**src/rtl/uart_dac_cmd_rx_pkg.sv**
```systemverilog
// Shared definitions for the DAC command receiver: the frame header byte,
// the receiver state encoding and the frame checksum rule.
package uart_dac_cmd_rx_pkg;

  // The readback transmitter uses the same start byte.
  localparam logic [7:0] HEADER_BYTE = 8'hA5;

  typedef enum logic [2:0] {
    ST_IDLE = 3'd0,
    ST_D0   = 3'd1,
    ST_D1   = 3'd2,
    ST_D2   = 3'd3,
    ST_CHK  = 3'd4,
    ST_HOLD = 3'd5
  } rx_state_e;

  function automatic logic [7:0] frame_checksum(input logic [7:0] b0,
                                                input logic [7:0] b1,
                                                input logic [7:0] b2);
    return b0 ^ b1 ^ b2;
  endfunction

endpackage

```
**src/rtl/uart_frame_timer.sv**
```systemverilog
// Inter-byte idle timer: counts clocks while run is high, clears on clr and
// flags expiry once TIMEOUT_CYC-1 is reached. Saturates instead of wrapping.
module uart_frame_timer #(
  parameter int TIMEOUT_CYC = 100_000
) (
  input  logic clk,
  input  logic rst_n,
  input  logic run,
  input  logic clr,
  output logic expired
);

  localparam int TW = $clog2(TIMEOUT_CYC) + 1;
  localparam logic [TW-1:0] LAST = TW'(TIMEOUT_CYC - 1);

  logic [TW-1:0] count_q, count_d;

  always_comb begin
    count_d = count_q;
    if (clr) begin
      count_d = '0;
    end else if (run && (count_q != LAST)) begin
      count_d = count_q + TW'(1);
    end
  end

  always_ff @(posedge clk or negedge rst_n) begin
    if (!rst_n) begin
      count_q <= '0;
    end else begin
      count_q <= count_d;
    end
  end

  assign expired = run && (count_q == LAST);

endmodule

```
**src/rtl/uart_dac_cmd_rx.sv**
```systemverilog
// Assembles framed 24-bit DAC command words (header, 3 data bytes MSB-first,
// XOR checksum) from UART byte strobes and hands them out on valid/ready.
module uart_dac_cmd_rx
  import uart_dac_cmd_rx_pkg::*;
#(
  parameter int          CLK_FREQ    = 50_000_000,
  parameter int          TIMEOUT_CYC = CLK_FREQ / 500,
  parameter logic [7:0]  HEADER      = HEADER_BYTE
) (
  input  logic        clk,
  input  logic        rst_n,
  input  logic        rx_done,
  input  logic [7:0]  rx_data,
  output logic [23:0] cmd_data,
  output logic        cmd_valid,
  input  logic        cmd_ready,
  output logic        err_timeout,
  output logic        err_checksum,
  output logic        err_overrun
);

  rx_state_e   state_q, state_d;
  logic [7:0]  b0_q, b0_d, b1_q, b1_d, b2_q, b2_d;
  logic [23:0] cmd_data_q, cmd_data_d;
  logic        err_timeout_q, err_timeout_d;
  logic        err_checksum_q, err_checksum_d;
  logic        err_overrun_q, err_overrun_d;
  logic        timer_run, timer_clr, timer_expired;

  // Any strobe restarts the idle window, including the header that enters D0.
  assign timer_run = (state_q == ST_D0) || (state_q == ST_D1) ||
                     (state_q == ST_D2) || (state_q == ST_CHK);
  assign timer_clr = rx_done || !timer_run;

  uart_frame_timer #(
    .TIMEOUT_CYC(TIMEOUT_CYC)
  ) u_timer (
    .clk    (clk),
    .rst_n  (rst_n),
    .run    (timer_run),
    .clr    (timer_clr),
    .expired(timer_expired)
  );

  always_comb begin
    state_d        = state_q;
    b0_d           = b0_q;
    b1_d           = b1_q;
    b2_d           = b2_q;
    cmd_data_d     = cmd_data_q;
    err_timeout_d  = 1'b0;
    err_checksum_d = 1'b0;
    err_overrun_d  = 1'b0;
    case (state_q)
      ST_IDLE: begin
        if (rx_done && (rx_data == HEADER)) state_d = ST_D0;
      end
      ST_D0: begin
        if (rx_done) begin
          b0_d    = rx_data;
          state_d = ST_D1;
        end else if (timer_expired) begin
          err_timeout_d = 1'b1;
          state_d       = ST_IDLE;
        end
      end
      ST_D1: begin
        if (rx_done) begin
          b1_d    = rx_data;
          state_d = ST_D2;
        end else if (timer_expired) begin
          err_timeout_d = 1'b1;
          state_d       = ST_IDLE;
        end
      end
      ST_D2: begin
        if (rx_done) begin
          b2_d    = rx_data;
          state_d = ST_CHK;
        end else if (timer_expired) begin
          err_timeout_d = 1'b1;
          state_d       = ST_IDLE;
        end
      end
      ST_CHK: begin
        if (rx_done) begin
          if (rx_data == frame_checksum(b0_q, b1_q, b2_q)) begin
            cmd_data_d = {b0_q, b1_q, b2_q};
            state_d    = ST_HOLD;
          end else begin
            err_checksum_d = 1'b1;
            state_d        = ST_IDLE;
          end
        end else if (timer_expired) begin
          err_timeout_d = 1'b1;
          state_d       = ST_IDLE;
        end
      end
      ST_HOLD: begin
        // A byte arriving with the accepting handshake is judged as in IDLE.
        if (cmd_ready) begin
          state_d = (rx_done && (rx_data == HEADER)) ? ST_D0 : ST_IDLE;
        end else if (rx_done) begin
          err_overrun_d = 1'b1;
        end
      end
      default: state_d = ST_IDLE;
    endcase
  end

  always_ff @(posedge clk or negedge rst_n) begin
    if (!rst_n) begin
      state_q        <= ST_IDLE;
      b0_q           <= '0;
      b1_q           <= '0;
      b2_q           <= '0;
      cmd_data_q     <= '0;
      err_timeout_q  <= 1'b0;
      err_checksum_q <= 1'b0;
      err_overrun_q  <= 1'b0;
    end else begin
      state_q        <= state_d;
      b0_q           <= b0_d;
      b1_q           <= b1_d;
      b2_q           <= b2_d;
      cmd_data_q     <= cmd_data_d;
      err_timeout_q  <= err_timeout_d;
      err_checksum_q <= err_checksum_d;
      err_overrun_q  <= err_overrun_d;
    end
  end

  assign cmd_data     = cmd_data_q;
  assign cmd_valid    = (state_q == ST_HOLD);
  assign err_timeout  = err_timeout_q;
  assign err_checksum = err_checksum_q;
  assign err_overrun  = err_overrun_q;

endmodule

```
**config.mk**
```make
export PLATFORM = sky130hd
export DESIGN_NAME = uart_dac_cmd_rx
export DESIGN_NICKNAME = d
export VERILOG_FILES = /design/src/rtl/uart_dac_cmd_rx_pkg.sv /design/src/rtl/uart_frame_timer.sv /design/src/rtl/uart_dac_cmd_rx.sv
export SDC_FILE = /design/constraint.sdc
export NUM_CORES = 1
export LEC_CHECK = 0
export CORE_ASPECT_RATIO = 0.8
export CORE_MARGIN = 1.5
export CORE_UTILIZATION = 35
export DETAILED_ROUTE_END_ITERATION = 10
export SYNTH_ARGS = -nofsm -noshare
export SYNTH_HDL_FRONTEND = slang
export SYNTH_SLANG_ARGS = --single-unit
```
**constraint.sdc**
```tcl
create_clock -name clk -period 1.8 [get_ports clk]
set_input_delay 0.18 -clock clk [delete_from_list [all_inputs] [get_ports clk]]
set_output_delay 0.18 -clock clk [all_outputs]
set_load 0.005 [all_outputs]
```
---- Word level (Yosys, flattened, before mapping) ----
Index checks and enable logic that the tools add are counted.
Widths: inputs -> output; s select.
cells by class
  shift-type cells ........................ 0
  mux-type cells .......................... 21
  reductions and logical operators ........ 16
  add/subtract/negate cells ............... 1
  $lt $le $gt $ge ......................... 0
  bitwise operators ....................... 2
  equality and inequality tests ........... 11
  $mul .................................... 0
  divide/modulo/power cells ............... 0
operators by type and width
  operator               number
  $mux 18                2
  $mux 3                 8
  $add 18x1->18 const B  1
  $eq 18x17->1 const B   1
  $ne 18x17->1 const B   1
  $pmux 3 s6             1
  $xor 8x8->8            2
  $mux 1                 10
  $eq 8x8->1             1
  $eq 8x8->1 const B     1
  $reduce_and 2->1       4
  $eq 3x2->1 const B     2
  $eq 3x3->1 const B     2
  $logic_or 1x1->1       4
  $reduce_or 4->1        1
  $eq 3x1->1 const B     1
  $logic_and 1x1->1      3
  $logic_not 3->1        1
  $reduce_and 3->1       1
  $ne 2x1->1 const B     1
  $ne 2x2->1 const B     1
  $reduce_bool 2->1      1
  $logic_not 1->1        1
word-level totals
  bits in latches ......................... 0
  register bits ........................... 72
  memories ................................ 0
  word-level logic and storage cells ...... 60
  bits in read-only memories .............. 0
  memory bits (writable) .................. 0
  input port bits ......................... 12
  output and inout port bits .............. 28

---- Longest topological paths before layout ----
Gate-level depths: netlist of run 1.
  word-level depth ........................ 8
  mapped depth ............................ 7
  gate-level depth less buffers ........... 6

---- Hierarchy ----
A second synthesis of run 1 with hierarchy kept.
unflattened totals
  cell total of the unflattened synthesis .. 293
  area, all modules ....................... 3,579.7 um2
by module, submodules not included
  module            cells an instance  times used  sequential area each (um2)  area each (um2)
  uart_dac_cmd_rx   174                1           1,351.3                     2,481.1
  uart_frame_timer  119                1           450.4                       1,098.6

---- Worst setup path before layout of run 1 ----
Ideal clock, no wire load.
  path type ............................... register to register
  start point ............................. register b2_q[7]
  end point ............................... register cmd_data_q[10], in the netlist cmd_data[10]
  clock period less this slack ............ 1.856 ns
  required time ........................... 1.675 ns
  slack ................................... -0.056 ns
  setup time .............................. 0.125 ns
  data arrival time ....................... 1.730 ns
  cell stages (with the launch flop) ...... 7
  buffers on the path ..................... 1
  cells stage by stage .................... dfrtp_1 -> xor2_1 -> xnor2_1 -> nor4_2 -> nand3_2 -> buf_6 -> mux2_4
on the way
  longest elaborated chain between the ends .. 3
RTL lines
  element                     RTL line                   text
  start, declared             uart_dac_cmd_rx.sv:23      logic [7:0] b0_q, b0_d, b1_q, b1_d, b2_q, b2_d;
  start signal, assigned      uart_dac_cmd_rx.sv:116     b2_q <= '0;
  start signal, assigned      uart_dac_cmd_rx.sv:125     b2_q <= b2_d;
  $xor 8x8->8                 uart_dac_cmd_rx_pkg.sv:20  return b0 ^ b1 ^ b2;
  $eq 8x8->1                  uart_dac_cmd_rx.sv:87      if (rx_data == frame_checksum(b0_q, b1_q, b2_q)) begin
  $reduce_and 3->1 (no line)  n/a
  end signal, assigned        uart_dac_cmd_rx.sv:126     cmd_data_q <= cmd_data_d;
  end, declared               uart_dac_cmd_rx.sv:24      logic [23:0] cmd_data_q, cmd_data_d;
No other way between the ends.
A chain may end at the register's enable or synchronous reset.

---- Worst setup path after layout of run 1 ----
  start point ............................. register b0_q[7]
  end point ............................... register cmd_data_q[3], in the netlist cmd_data[3]
on the way
  longest elaborated chain between the ends .. 4
RTL lines
  element                     RTL line                   text
  start, declared             uart_dac_cmd_rx.sv:23
  start signal, assigned      uart_dac_cmd_rx.sv:114     b0_q <= '0;
  start signal, assigned      uart_dac_cmd_rx.sv:123     b0_q <= b0_d;
  $xor 8x8->8 (2 in series)   uart_dac_cmd_rx_pkg.sv:20
  $eq 8x8->1                  uart_dac_cmd_rx.sv:87
  $reduce_and 3->1 (no line)  n/a
No other way between the ends.

==> flow_summary.ini, run 1 <==
[clock_network]
cts_sinks = 72
h-tree-depth = 3
cts.clk_slew.worst_paths_ns = 0.06
cts-root-buf = clkbuf_16
cts_tree = yes
clockBufferDepth = 2
clk_latency_ns = 0.33
cts_buffers = 9

[pwr]
clkPwrFrac_pct = 31.9
p_sw_mw = 1.84
pwr-share-comb_pct = 34.1
p_seq_share_pct = 34.0
powerDensity_nw_per_um2 = 1370
swShare_pct = 28.1
p_leak_nw = 2.18
p_int_mw = 4.71
peakVddDrop_mv = 0.802

[run_status]
violations = setup timing
status = finished, violations left

[logic_synthesis]
yosys-top-cells-count = dfrtp_1 (72), xnor2_1 (25), nor2_1 (22)
yosysWarnings = 0
synthTopCellsByArea = dfrtp_1 (54%), mux2_4 (8.5%), xnor2_1 (6.5%)
synthXorXnorAreaFrac_pct = 10.5
synth_top_area_share_pct = 53.9
synth_ff_type = dfrtp_1
synth_top_cell_by_area = dfrtp_1
muxShareOfSynthArea_pct = 18.6
synth_top_family_by_area = multiplexers
synth_seq_cells = 72
synth_fa_ha_area_share_pct = 0.374
synthSimpleGateAreaFrac_pct = 11.1
synth_cell_type_count = 41
synth_edf_count = 0
synth_nets = 276
synth_seq_area_share_pct = 53.9
synth-compound-area-share_pct = 3.52
syn_area_um2 = 3340
syn_avg_cell_area_um2 = 12.7
synth.most_common_cell = dfrtp_1
synthArstFlopShare_pct = 100
syn_inst = 263

[detailed_routing]
wl_per_cell_um = 14.5
dr.pass1.iters = 6
drt_iter0_markers = 70
ant_nets = 0
vias = 2284
drt_wl_total_mm = 7.12
drcViolationCount = 0
vias_per_cell = 4.66

[timing]
whs_ns = 0.400
final_critical_path_setup_slack_ns = -0.0796
hold_viol = 0
drv_slew = 0
rsz0062_at_grt = yes
setup_violations = 24
min_period_ns = 1.88
tightest_slew_ns = 0.407
skew_ns = 0.00615
tns_ns = -1.44
fin_crit_sh_pct = 104
maxSlewHeadroom_pct = 72.9
max_freq_ghz = 0.532

[cells_and_area]
syn_to_final_growth_pct = 42.8
stdcell_count = 490
drive_above_1_share_pct = 35.7
fin_util_pct = 52.2
fin_nets = 383
nFillCells = 782
diodes = 0

[placement]
pre_cts_ws_ns = -0.452
port_buffers = 39
dp_hpwl_mm = 5.04
globalplace.congestion = 0.769
dp_cells = 466

[floorplanning]
dieArea_um2 = 10200
num_rows = 31
fp.dieH_um = 90.4
start_util_pct = 36.5
die_w_um = 112
io_pins = 40
coreArea_um2 = 9150

[global_route]
grt_usage_pct = 15.1
grt_pass1_wl_mm = 11.9
grt_max_degree = 73
grt_pass1_vias = 2349
grt-ovfl-total = 0
antenna_found_initial = 0

[setup_path]
start_kind = flop
r2r_slack_ns = -0.08
worstRegToRegCells = 7
crit_chain = xnor2_2 > xnor2_1 > nor4_2 > buf_4 > nand3_4 > buf_6 > mux2_1
cp_slowest_stage_delay_ns = 0.42
rr_startpoint = b0_q[7]$_DFFE_PN0P_
worst_path_max_delay_cell = dfrtp_1
crit_required_ns = 2.01
end_kind = flop
path_max_fanout = 7
r2r_end = cmd_data[3]$_DFFE_PN0P_
crit_arrival_ns = 2.09
path_class = flop to flop

[job]
drv_cap = 0

[worst_hold_path]
hold_class = primary input to asynchronous set/reset pin
-- stage by stage --
step	power, mW	area (um^2)
after floorplan	3.42	3350
after global placement	4.26	4280
after detailed placement	4.30	4280
after CTS	6.54	4710
after global routing	6.93	4770
final	6.54	4770
-- how the worst max path moves through the flow --
stage | from | end | cells past startpoint
after global placement | rx_data[5] | cmd_data[1]$_DFFE_PN0P_ | 7
after global routing | b2_q[7]$_DFFE_PN0P_ | cmd_data[0]$_DFFE_PN0P_ | 7
after detailed placement | rx_data[5] | cmd_data[1]$_DFFE_PN0P_ | 7
after CTS | b2_q[7]$_DFFE_PN0P_ | cmd_data[1]$_DFFE_PN0P_ | 7
final | b0_q[7]$_DFFE_PN0P_ | cmd_data[3]$_DFFE_PN0P_ | 7
after floorplan | b1_q[2]$_DFFE_PN0P_ | cmd_data[15]$_DFFE_PN0P_ | 6
-- power by group through the flow --
| stage | clock network, mW | logic, mW | registers (mW) |
|---|---|---|---|
| 3_5_place_dp | 0 | 2.05 | 2.25 |
| 6_report | 2.09 | 2.23 | 2.23 |
| 4_1_cts | 2.14 | 2.18 | 2.22 |
| 5_1_grt | 2.21 | 2.45 | 2.27 |
| 2_1_floorplan | 0 | 1.20 | 2.22 |
| 3_3_place_gp | 0 | 2.02 | 2.24 |
-- registers in the layout, summed over array words and instances, names as in the netlist --
name,flops
state_q,3
b0_q,8
err_checksum,1
b1_q,8
b2_q,8
err_timeout,1
cmd_data,24
u_timer.count_q,18
err_overrun,1
-- cell type report --
type / instances / area, um^2 / share of cell area (%)
flip-flops and latches: 72 / 1800 / 37.7
multi-input cells: 177 / 1530 / 32.0
repair buffers: 107 / 935 / 19.6
clock buffers: 10 / 239 / 5.01
well taps: 115 / 144 / 3.01
clock inverters: 6 / 115 / 2.41
inverters: 3 / 11.3 / 0.236
-- what timing repair did --
action,CTS,global route
endpoints found under the hold margin,72,0
setup endpoints to repair,25,30
pin swaps,3,4
buffers inserted,4,3
cloned,0,0
resized for setup,9,8
hold buffers,1,0
-- cell families (layout without fill, tap and decap cells) --
group / after synthesis / after routing
xor+xnor: 40 / 40
simple gates: 69 / 69
fa+ha+maj: 1 / 1
flops: 72 / 72
compound gates: 18 / 18
buf+inv: 14 / 126
mux: 49 / 49
-- metal layers --
layer  up-vias  routed length [um]  share of wire, %  global-route usage [%]
met3        10                 238               3.3                    4.36
met5         -                   0                 0                       0
li1       1131                   -                 -                       -
met2        35                3170                45                    22.1
met4         0                 114               1.6                    6.01
met1      1108                3600                51                    21.1
-- worst max-delay path, delay by kind of cell, from the launching register on --
family	cells	cell delay (ns)
xor+xnor	2	0.28
buf+inv	2	0.36
flops	1	0.42
mux	1	0.31
simple gates	2	0.39
-- layout by cell type (no fill, tap or decap), types with 2 or more instances in the layout --
master | Yosys | final
a211oi_1 | 2 | 2
nor2_1 | 22 | 22
buf_4 | 0 | 63
buf_12 | 0 | 2
or3_1 | 2 | 2
xnor2_2 | 0 | 2
o211ai_1 | 2 | 2
nand4_1 | 3 | 3
mux2_4 | 19 | 22
mux2_2 | 18 | 18
nor3_1 | 6 | 6
bufinv_16 | 0 | 3
a31oi_1 | 4 | 4
o21ai_0 | 2 | 2
mux2_1 | 11 | 8
nor3b_1 | 4 | 3
clkbuf_16 | 0 | 9
and3_1 | 2 | 2
xnor2_1 | 25 | 23
clkdlybuf4s50_1 | 0 | 38
xor2_1 | 15 | 15
a21oi_1 | 3 | 3
nand3_1 | 6 | 6
dfrtp_1 | 72 | 72
nor4_2 | 2 | 4
nand2_1 | 9 | 9
inv_1 | 3 | 3
Note: power is estimated with default switching activity, not from simulation.
==> run 2: changes to the inputs <==
--- a/config.mk
+++ b/config.mk
@@ -7,7 +7,7 @@
 export LEC_CHECK = 0
 export CORE_ASPECT_RATIO = 0.8
 export CORE_MARGIN = 1.5
-export CORE_UTILIZATION = 35
+export CORE_UTILIZATION = 40
 export DETAILED_ROUTE_END_ITERATION = 10
 export SYNTH_ARGS = -nofsm -noshare
 export SYNTH_HDL_FRONTEND = slang
==> run 2 against run 1 <==
The run still ends with setup timing left. Count of clock-buffer cells in the layout did not move. Via count rose by 0.70%. Non-clock buffer count fell by 4. Highest routed layer unchanged.
==> flow_summary.ini, run 2 (synthesis results as in run 1) <==
[run_status]
status = finished, violations left
violations = setup timing

[pwr]
p_int_mw = 4.16
p_leak_nw = 2.15
p_sw_mw = 1.82
pwr-share-comb_pct = 38.3
powerDensity_nw_per_um2 = 1280
swShare_pct = 30.4
power_mw = 5.97
p_seq_share_pct = 38.1
clkPwrFrac_pct = 23.6
peakVddDrop_mv = 0.748

[floorplanning]
start_util_pct = 41.7
num_rows = 29
coreArea_um2 = 8020
dieArea_um2 = 8920
fp.dieH_um = 84.8
die_w_um = 105
io_pins = 40

[detailed_routing]
drt_wl_total_mm = 6.88
vias_per_cell = 4.81
dr.pass1.iters = 4
drcViolationCount = 0
drt_iter0_markers = 79
vias = 2300
ant_nets = 0
wl_per_cell_um = 14.4

[placement]
placed_cell_area_um2 = 4240
port_buffers = 39
dp_hpwl_mm = 4.86
globalplace.congestion = 0.795

[timing]
setup_violations = 24
min_period_ns = 1.88
skew_ns = 0.0109
drv_slew = 0
maxSlewHeadroom_pct = 74.3
whs_ns = 0.393
tns_ns = -1.54
rsz0062_at_grt = yes
hold_viol = 0
final_critical_path_setup_slack_ns = -0.0801
tightest_slew_ns = 0.385
fin_crit_sh_pct = 104
max_freq_ghz = 0.532

[setup_path]
r2r_end = cmd_data[23]$_DFFE_PN0P_
worst_path_max_delay_cell = dfrtp_1
crit_chain = xor2_2 > xnor2_2 > nor4_2 > buf_4 > nand3_4 > buf_12 > mux2_4
rr_startpoint = b2_q[6]$_DFFE_PN0P_
path_class = flop to flop
start_kind = flop
critical_path_buf_inv_count = 2
cp_top_family = flip-flops
worstRegToRegCells = 7
end_kind = flop
cp_slowest_stage_delay_ns = 0.41
crit_required_ns = 2.03
r2r_slack_ns = -0.08
crit_arrival_ns = 2.11
path_max_fanout = 18

[clock_network]
cts_tree = yes
cts-root-buf = clkbuf_8
clockBufferDepth = 2
h-tree-depth = 3
cts.clk_slew.worst_paths_ns = 0.08
cts_sinks = 72
cts_buffers = 9
clk_latency_ns = 0.34

[cells_and_area]
mostFrequentLayoutCells = dfrtp_1 (70), buf_4 (60), clkdlybuf4s50_1 (37)
layout_commonest_cell = dfrtp_1
drive_above_1_share_pct = 38.1
final_area_um2 = 4680
fin_nets = 379
nFillCells = 694
largest_reg_flops = 24
diodes = 0
syn_to_final_growth_pct = 39.8

[global_route]
antenna_found_initial = 0
grt-ovfl-total = 0
grt_usage_pct = 17.7
grt_pass1_vias = 2419
grt_pass1_wl_mm = 12.3
grt_max_degree = 73

[job]
drv_cap = 0

[worst_hold_path]
hold_class = primary input to asynchronous set/reset pin
==> run 2: area by class of cell <==
type	count	area, um^2	area share (%)
well taps	108	135	2.89
repair buffers	103	896	19.2
clock inverters	5	81.3	1.74
multi-input cells	177	1610	34.4
clock buffers	10	138	2.94
flip-flops and latches	72	1800	38.6
inverters	3	11.3	0.241
==> run 2: power groups by stage <==
| stage | Combinational [mW] | Sequential (mW) | Clock [mW] |
|---|---|---|---|
| 3_3_place_gp | 2.00 | 2.26 | 0 |
| 4_1_cts | 2.21 | 2.26 | 1.45 |
| 3_5_place_dp | 2.03 | 2.28 | 0 |
| 6_report | 2.29 | 2.28 | 1.41 |
| 5_1_grt | 2.50 | 2.33 | 1.52 |
| 2_1_floorplan | 1.20 | 2.22 | 0 |
==> run 2: worst max-delay path by stage <==
stage                        startpoint                       end  slack, ns  depth (start not counted)
floorplan           b1_q[2]$_DFFE_PN0P_  cmd_data[15]$_DFFE_PN0P_      -0.04                          6
global placement             rx_data[5]   cmd_data[0]$_DFFE_PN0P_      -0.39                          7
detailed placement           rx_data[5]   cmd_data[1]$_DFFE_PN0P_      -0.45                          7
CTS                 b2_q[6]$_DFFE_PN0P_   cmd_data[3]$_DFFE_PN0P_      -0.08                          7
global route        b2_q[6]$_DFFE_PN0P_   cmd_data[3]$_DFFE_PN0P_      -0.21                          7
finish              b2_q[6]$_DFFE_PN0P_  cmd_data[23]$_DFFE_PN0P_      -0.08                          7
==> run 2: repair_timing <==
item | in CTS | in global routing
gates resized for setup | 12 | 14
pin swaps | 5 | 7
hold buffers | 1 | 0
endpoints found under the hold margin | 72 | 0
buffers inserted | 4 | 5
endpoints found under the setup margin | 26 | 35
==> run 2: stage by stage <==
stage | utilization (%) | instances | worst slack, ns
3_3_place_gp | 52.9 | 453 | -0.393
2_1_floorplan | - | 263 | -0.0416
3_5_place_dp | 52.9 | 453 | -0.447
6_report | 58.3 | 478 | -0.0801
4_1_cts | 56.8 | 473 | -0.0764
5_1_grt | 58.3 | 478 | -0.207
==> run 2: worst reg2reg max path: stages, from the launching register on <==
cell and delay [ns]:
dfrtp_1 0.41, xor2_2 0.17, xnor2_2 0.16, nor4_2 0.28, buf_4 0.17, nand3_4 0.08
buf_12 0.18, mux2_4 0.32
==> run 2: routing by layer <==
metal	part of all wire (%)	global-route usage (%)	vias up
met2	44	25.8	38
met1	52	26.2	1131
li1	-	-	1121
met5	0	0	-
met4	1.0	5.60	0
met3	3.0	3.88	10
==> run 3: changes to the inputs <==
--- a/config.mk
+++ b/config.mk
@@ -7,8 +7,9 @@
 export LEC_CHECK = 0
 export CORE_ASPECT_RATIO = 0.8
 export CORE_MARGIN = 1.5
-export CORE_UTILIZATION = 40
+export CORE_UTILIZATION = 50
 export DETAILED_ROUTE_END_ITERATION = 10
+export PLACE_DENSITY = 0.76
 export SYNTH_ARGS = -nofsm -noshare
 export SYNTH_HDL_FRONTEND = slang
 export SYNTH_SLANG_ARGS = --single-unit
==> run 3 against run 2 <==
Setup slack lost 0.057 ns. Combinational power about the same. Clock power is 7% lower. Sequential share of layout area up 1.0 points. Utilization rose by 12 points. Flip-flop and latch count stayed put. The flow still finishes with violations (setup timing). Fmax down 2.9%. First-iteration DRC count is 41% higher. Count of clock-buffer cells in the layout rose by 1. Highest routed layer unchanged.
==> flow_summary.ini, run 3 (synthesis results as in run 1) <==
[floorplanning]
fp.dieH_um = 76.2
die_w_um = 94.4
io_pins = 40
start_util_pct = 51.9
num_rows = 26
dieArea_um2 = 7190
coreArea_um2 = 6440

[cells_and_area]
nFillCells = 429
fin_nets = 374
syn_to_final_growth_pct = 36.1
mostFrequentLayoutCells = dfrtp_1 (71), buf_4 (54), clkdlybuf4s50_1 (37)
drive_above_1_share_pct = 35.8
fin_util_pct = 70.6
stdcell_count = 450
layout_commonest_cell = dfrtp_1
largest_reg_flops = 24
diodes = 0
regArea_um2 = 1800
multi_input_area_um2 = 1560

[global_route]
grt-ovfl-total = 0
grt_max_degree = 73
grt_usage_pct = 21.6
grt_pass1_vias = 2420
antenna_found_initial = 0
grt_pass1_wl_mm = 12.0

[job]
drv_cap = 0

[pwr]
p_leak_nw = 2.09
power_mw = 5.85
powerDensity_nw_per_um2 = 1290
swShare_pct = 31.8
clkPwrFrac_pct = 22.3
p_sw_mw = 1.86
peakVddDrop_mv = 0.732
p_int_mw = 3.99
pwr-share-comb_pct = 38.7
p_seq_share_pct = 39.0

[timing]
max_freq_ghz = 0.516
tightest_slew_ns = 0.383
maxSlewHeadroom_pct = 74.5
final_critical_path_setup_slack_ns = -0.137
min_period_ns = 1.94
skew_ns = 0.00596
hold_viol = 0
setup_violations = 24
rsz0062_at_grt = yes
tns_ns = -3.12
drv_slew = 0
fin_crit_sh_pct = 108

[detailed_routing]
dr_wl_met3_um = 272
wl_met1_mm = 3.38
wl_met2_mm = 3.48
dr.pass1.iters = 4
drt_wl_total_mm = 7.23
top_layer = met4
drcViolationCount = 0
vias = 2312
vias_per_cell = 5.14
drt_iter0_markers = 111
wl_per_cell_um = 16.1
ant_nets = 0

[clock_network]
cts.clk_slew.worst_paths_ns = 0.08
cts_buffers = 9
clockBufferDepth = 2
clk_latency_ns = 0.35
cts-root-buf = clkbuf_8
cts_sinks = 72
h-tree-depth = 3
cts_tree = yes

[placement]
globalplace.congestion = 0.773
dp_cells = 426
dp_hpwl_mm = 4.89
port_buffers = 39

[setup_path]
path_class = flop to flop
end_kind = flop
crit_arrival_ns = 2.17
r2r_slack_ns = -0.14
start_kind = flop
path_max_fanout = 9
crit_required_ns = 2.03

[worst_hold_path]
hold_class = primary input to asynchronous set/reset pin

[run_status]
status = finished, violations left
violations = setup timing
[run 3: worst paths after layout]
path                                               from                  endpoint  cells after the start
worst min register to register  cmd_data[5]$_DFFE_PN0P_   cmd_data[5]$_DFFE_PN0P_                      1
max in group asynchronous                         rst_n    state_q[0]$_DFFE_PN0P_                      3
min in group clk                              cmd_ready     err_overrun$_DFF_PN0_                      2
worst max-delay path                b0_q[5]$_DFFE_PN0P_  cmd_data[22]$_DFFE_PN0P_                      7
worst max register to register      b0_q[5]$_DFFE_PN0P_  cmd_data[22]$_DFFE_PN0P_                      7
worst min-delay path                              rst_n       b0_q[2]$_DFFE_PN0P_                      3
[run 3: final cells by class]
cell class                      count  area share (%)
Clock buffer                       11            3.33
Timing Repair Buffer               98            19.0
Multi-Input combinational cell    177            34.3
Clock inverter                      5            1.21
Sequential cell                    72            39.6
Tap cell                           84            2.31
Inverter                            3           0.247
[run 3: metrics by stage]
stage	hold slack (ns)	area (um^2)	setup WS (ns)
finish	0.378	4550	-0.137
global route	0.410	4550	-0.208
CTS	0.398	4490	-0.0343
detailed placement	0.237	4170	-0.385
global placement	0.236	4170	-0.416
floorplan	-0.116	3350	-0.0416
[run 3: repair_timing]
action,CTS,global route
pin swaps,6,5
endpoints found under the hold margin,72,0
hold buffers,1,0
gates resized for setup,14,9
buffers inserted,6,1
gates cloned,0,0
endpoints found under the setup margin,25,27
[run 3: per-layer routing]
metal	track usage, %	up-vias
li1	-	1116
met1	31.2	1138
met2	32.8	49
met3	4.59	9
met4	6.72	0
met5	0	-
[run 3: power groups by stage]
| stage | combinational (mW) | sequential, mW | clock (mW) |
|---|---|---|---|
| CTS | 2.17 | 2.26 | 1.34 |
| finish | 2.26 | 2.28 | 1.31 |
| global route | 2.44 | 2.33 | 1.41 |
| global placement | 1.94 | 2.26 | 0 |
| floorplan | 1.20 | 2.22 | 0 |
| detailed placement | 1.99 | 2.28 | 0 |
[run 3: worst max-delay path: stages, from the launching register on]
cell     delay [ns]
dfrtp_1        0.43
xnor2_2        0.17
xnor2_2        0.16
nor4_2         0.30
buf_4          0.19
nand3_4        0.09
buf_8          0.19
mux2_4         0.30
